File: src/rtl/pc_fetch_unit.sv
// Instruction-fetch PC unit: boot/run/halt sequencing, next-PC selection,
// exception entry/return bookkeeping and a count of PC advances.
module pc_fetch_unit #(
  parameter logic [29:0] RESET_PC   = 30'h0000_0C00,
  parameter logic [29:0] EXC_VECTOR = 30'h0000_1060
) (
  input  logic        clk,
  input  logic        reset,
  input  logic        Load_use,
  input  logic        Jump,
  input  logic [29:0] Jump_target,
  input  logic        Branch,
  input  logic [29:0] Branch_target,
  input  logic        Exc_req,
  input  logic        Eret,
  input  logic [29:0] ID_PC,
  input  logic        Halt,
  output logic [29:0] IF_PC,
  output logic        fetch_valid,
  output logic [29:0] EPC,
  output logic        Exc_active,
  output logic [31:0] Fetch_count,
  output logic        Halted
);

  typedef enum logic [1:0] {
    ST_BOOT = 2'd0,
    ST_RUN  = 2'd1,
    ST_HALT = 2'd2
  } state_t;

  state_t      r_state;
  logic [29:0] r_pc;
  logic [29:0] r_epc;
  logic        r_exc_active;
  logic [31:0] r_fetch_count;

  logic        w_take_exc;
  logic        w_take_eret;
  logic [29:0] w_next_pc;
  logic        w_advance;

  // Exceptions never nest; an ERET only counts while a handler is running.
  assign w_take_exc  = Exc_req & ~r_exc_active;
  assign w_take_eret = Eret & r_exc_active;

  always_comb begin
    w_next_pc = r_pc;
    w_advance = 1'b0;
    if (w_take_exc) begin
      w_next_pc = EXC_VECTOR;
      w_advance = 1'b1;
    end else if (w_take_eret) begin
      w_next_pc = r_epc;
      w_advance = 1'b1;
    end else if (Load_use) begin
      w_next_pc = r_pc;
      w_advance = 1'b0;
    end else if (Jump) begin
      w_next_pc = Jump_target;
      w_advance = 1'b1;
    end else if (Branch) begin
      w_next_pc = Branch_target;
      w_advance = 1'b1;
    end else begin
      w_next_pc = r_pc + 30'd1;
      w_advance = 1'b1;
    end
  end

  always_ff @(posedge clk or posedge reset) begin
    if (reset) begin
      r_state       <= ST_BOOT;
      r_pc          <= RESET_PC;
      r_epc         <= 30'd0;
      r_exc_active  <= 1'b0;
      r_fetch_count <= 32'd0;
    end else begin
      case (r_state)
        ST_BOOT: r_state <= ST_RUN;
        ST_RUN: begin
          if (Halt) begin
            r_state <= ST_HALT;
          end else begin
            r_pc <= w_next_pc;
            if (w_take_exc) begin
              r_epc        <= ID_PC + 30'd1;
              r_exc_active <= 1'b1;
            end else if (w_take_eret) begin
              r_exc_active <= 1'b0;
            end
            if (w_advance) r_fetch_count <= r_fetch_count + 32'd1;
          end
        end
        ST_HALT: r_state <= ST_HALT;
        default: r_state <= ST_BOOT;
      endcase
    end
  end

  // Status outputs come straight from registers so the IF/ID latch sees a stable value.
  assign IF_PC       = r_pc;
  assign EPC         = r_epc;
  assign Exc_active  = r_exc_active;
  assign Fetch_count = r_fetch_count;
  assign fetch_valid = (r_state == ST_RUN);
  assign Halted      = (r_state == ST_HALT);

endmodule

File: config.mk
export PLATFORM = sky130hd
export DESIGN_NAME = pc_fetch_unit
export DESIGN_NICKNAME = d
export VERILOG_FILES = /design/src/rtl/pc_fetch_unit.sv
export SDC_FILE = /design/constraint.sdc
export NUM_CORES = 1
export LEC_CHECK = 0
export CORE_ASPECT_RATIO = 1.2
export CORE_MARGIN = 2
export CORE_UTILIZATION = 42
export DETAILED_ROUTE_END_ITERATION = 7
export PLACE_DENSITY = 0.88
export SYNTH_ARGS = -nofsm -noshare
export SYNTH_HDL_FRONTEND = slang
export SYNTH_SLANG_ARGS = --single-unit
File: constraint.sdc
create_clock -name clk -period 2.9 [get_ports clk]
set_input_delay 0.58 -clock clk [delete_from_list [all_inputs] [get_ports clk]]
set_output_delay 0.58 -clock clk [all_outputs]
set_load 0.05 [all_outputs]
==> impl_metrics.py <==
metrics = {
    "logic_synthesis": {
        "synth_warnings": 0,
        "synth_top_flop_cell": "dfrtp_1",
        "yosysTopAreaCell": "dfrtp_1",
        "synth_edf_count": 0,
        "syn_area_um2": 5850,
        "syn_area_per_cell_um2": 8.57,
        "synth_common_cells": "93 x dfrtp_1, 72 x nand2_1, 61 x nor2_1, 49 x nand3_1, 43 x a21oi_1",
        "netlist_top_cells_area": "dfrtp_1 40%, xnor2_1 5.7%, nand2_1 4.6%",
        "syn_inst": 683,
        "synth_cell_types": 60,
        "synth_async_sr_flop_share_pct": 100,
        "synth_most_common_cell": "dfrtp_1",
        "ys_ff_latch": 95,
        "yosysSeqAreaShare_pct": 40.6,
        "syn-num-nets": 787,
        "synth_top_area_share_pct": 39.8,
    },
    "floorplanning": {
        "dieArea_um2": 14900,
        "io_pins": 193,
        "core-area_um2": 13700,
        "die_h_um": 133,
        "die_w_um": 112,
        "num_rows": 47,
        "initial_core_util_pct": 42.7,
    },
    "setup_path": {
        "crit_required_ps": 3160,
        "arrival_ps": 2740,
        "crit_type": "primary input to flop",
        "critPathMaxFanout": 4,
        "start_kind": "primary input",
        "end_kind": "flop",
    },
    "routing": {
        "drt-vias-per-instance": 5.87,
        "drt_pass1_iterations": 5,
        "via_count": 6252,
        "drc": 0,
        "avgRoutedWirePerCell_um": 18.4,
        "wl_um": 19600,
        "antenna_left": 0,
        "first_iter_violations": 726,
    },
    "global_routing": {
        "track_usage_pct": 25.8,
        "grt_overflow": 0,
        "grt_pass1_vias": 5870,
        "grt_pass1_wl_um": 30900,
        "antenna_found_initial": 0,
        "grt_max_degree": 35,
    },
    "finish": {
        "regArea_um2": 2380,
        "nFillCells": 1154,
        "fin_nets": 993,
        "area_growth_pct": 44.6,
        "drive_above_1_share_pct": 7.61,
        "multi_input_area_um2": 3300,
        "stdcell_count": 1065,
        "diodes": 0,
        "design_area_um2": 8470,
    },
    "sta": {
        "fmax_mhz": 403,
        "setup_violations": 0,
        "slew_headroom_pct": 56.5,
        "tightest_slew_ps": 636,
        "fin_tns_setup_ps": 0,
        "holdWs_ps": 468,
        "fin_crit_sh_pct": 85.5,
        "slew_violations": 0,
        "min_period_ps": 2480,
        "rsz0062_at_grt": "no",
        "finalClockSkew_ps": 5.47,
        "hold_violations": 0,
    },
    "clock_network": {
        "cts_buffer_depth": 2,
        "ctsHoldBuffers": 0,
        "postCtsSetupRepairBufs": 0,
        "h-tree-depth": 3,
        "cts_buffers": 9,
        "cts.sinks": 95,
        "cts_resized": 0,
        "clk_pin_slew_ps": 60,
        "worst_skew_pair.late_latency_ps": 340,
        "cts_tree": "built",
        "clockRootBuffer": "clkbuf_16",
    },
    "placed_design": {
        "gp_congestion": 0.921,
        "dp_hpwl_um": 15000,
        "port_buffers": 192,
        "place_inst": 1049,
        "placed_cell_area_um2": 8200,
    },
    "power": {
        "peakVddDrop_mv": 0.691,
        "p_leak_uw": 0.00330,
        "p_per_area_nw_per_um2": 895,
        "power_uw": 7580,
    },
    "job": {
        "drv_cap": 0,
    },
    "run_status": {
        "outcome": "complete, no violations",
    },
    "hold_path": {
        "hold_class": "flop to flop",
    },
}
## sequential cells by signal, summed over array words and instances (netlist names)
| name | count |
|---|---|
| IF_PC | 30 |
| EPC | 30 |
| r_state | 2 |
| Fetch_count | 32 |
| Exc_active | 1 |
## cell families (layout without fill, tap and decap cells)
| logic type | Yosys count | after routing | share of synthesized area (%) |
|---|---|---|---|
| fa+ha+maj | 6 | 6 | 1.28 |
| xor+xnor | 65 | 65 | 9.72 |
| flops | 95 | 95 | 40.6 |
| mux | 4 | 4 | 0.727 |
| compound gates | 171 | 171 | 19.0 |
| simple gates | 294 | 294 | 25.5 |
| buf+inv | 48 | 259 | 3.10 |
## per-stage QoR
step,utilization [%],worst slack [ps]
after detailed placement,59.9,84.1
after CTS,61.8,439
after global placement,59.9,140
final,61.8,422
after global routing,61.8,330
after floorplan,-,365
## placed cells by master (no fill, tap or decap), drive strengths merged, types with 6 or more instances in the layout
master and count:
and3 11, a21oi 43, a211oi 7, nor4 17, a22oi 8, ha 6
nand2b 6, nand2 72, buf 40, inv 10, o21ai 36, nand3 49
a31oi 9, nand4 28, dfrtp 93, o22ai 11, nor2 61, and4 11
o211ai 11, clkdlybuf4s50 192, xor2 27, xnor2 38, clkbuf 14, nor3 16
## final cells by class
cell class	instances	area share (%)
Inverter	11	0.532
Sequential cell	95	28.1
Timing Repair Buffer	232	26.7
Tap cell	171	2.53
Clock buffer	14	3.00
Multi-Input combinational cell	540	39.0
Clock inverter	2	0.118
## worst paths after layout
check / start / end / slack, ps / depth (start not counted)
min in group asynchronous: reset / Fetch_count[11]$_DFFE_PP0P_ / 490 / 2
worst min register to register: Fetch_count[31]$_DFFE_PP0P_ / Fetch_count[31]$_DFFE_PP0P_ / 470 / 1
max in group asynchronous: reset / IF_PC[11]$_DFFE_PP1P_ / 1740 / 3
worst max-delay path: ID_PC[6] / EPC[29]$_DFFE_PP0P_ / 420 / 6
worst max register to register: IF_PC[7]$_DFFE_PP0P_ / IF_PC[29]$_DFFE_PP0P_ / 450 / 5
worst min-delay path: Fetch_count[31]$_DFFE_PP0P_ / Fetch_count[31]$_DFFE_PP0P_ / 470 / 1
## routing by layer
metal  GRT usage, %  up-vias  wire (um)
met5              0        -          0
met4           9.60        0        501
met3           4.64       45       1650
met2           43.0      313       9380
met1           33.7     2946       8030
li1               -     2948          -
## critical path, stage by stage
cell and delay [ps]:
clkdlybuf4s50_1 550, nand4_2 150, or4_1 550, or3_1 380
or3_1 350, a31oi_1 180
## power breakdown
part	switching, uW	internal, uW	total (uW)	leakage [uW]
clock	484	604	1090	0.000131
combinational	2590	1450	4030	0.00196
sequential	673	1780	2460	0.00121
total	3750	3830	7580	0.00330
No activity file was read; power rests on OpenSTA's default activity.
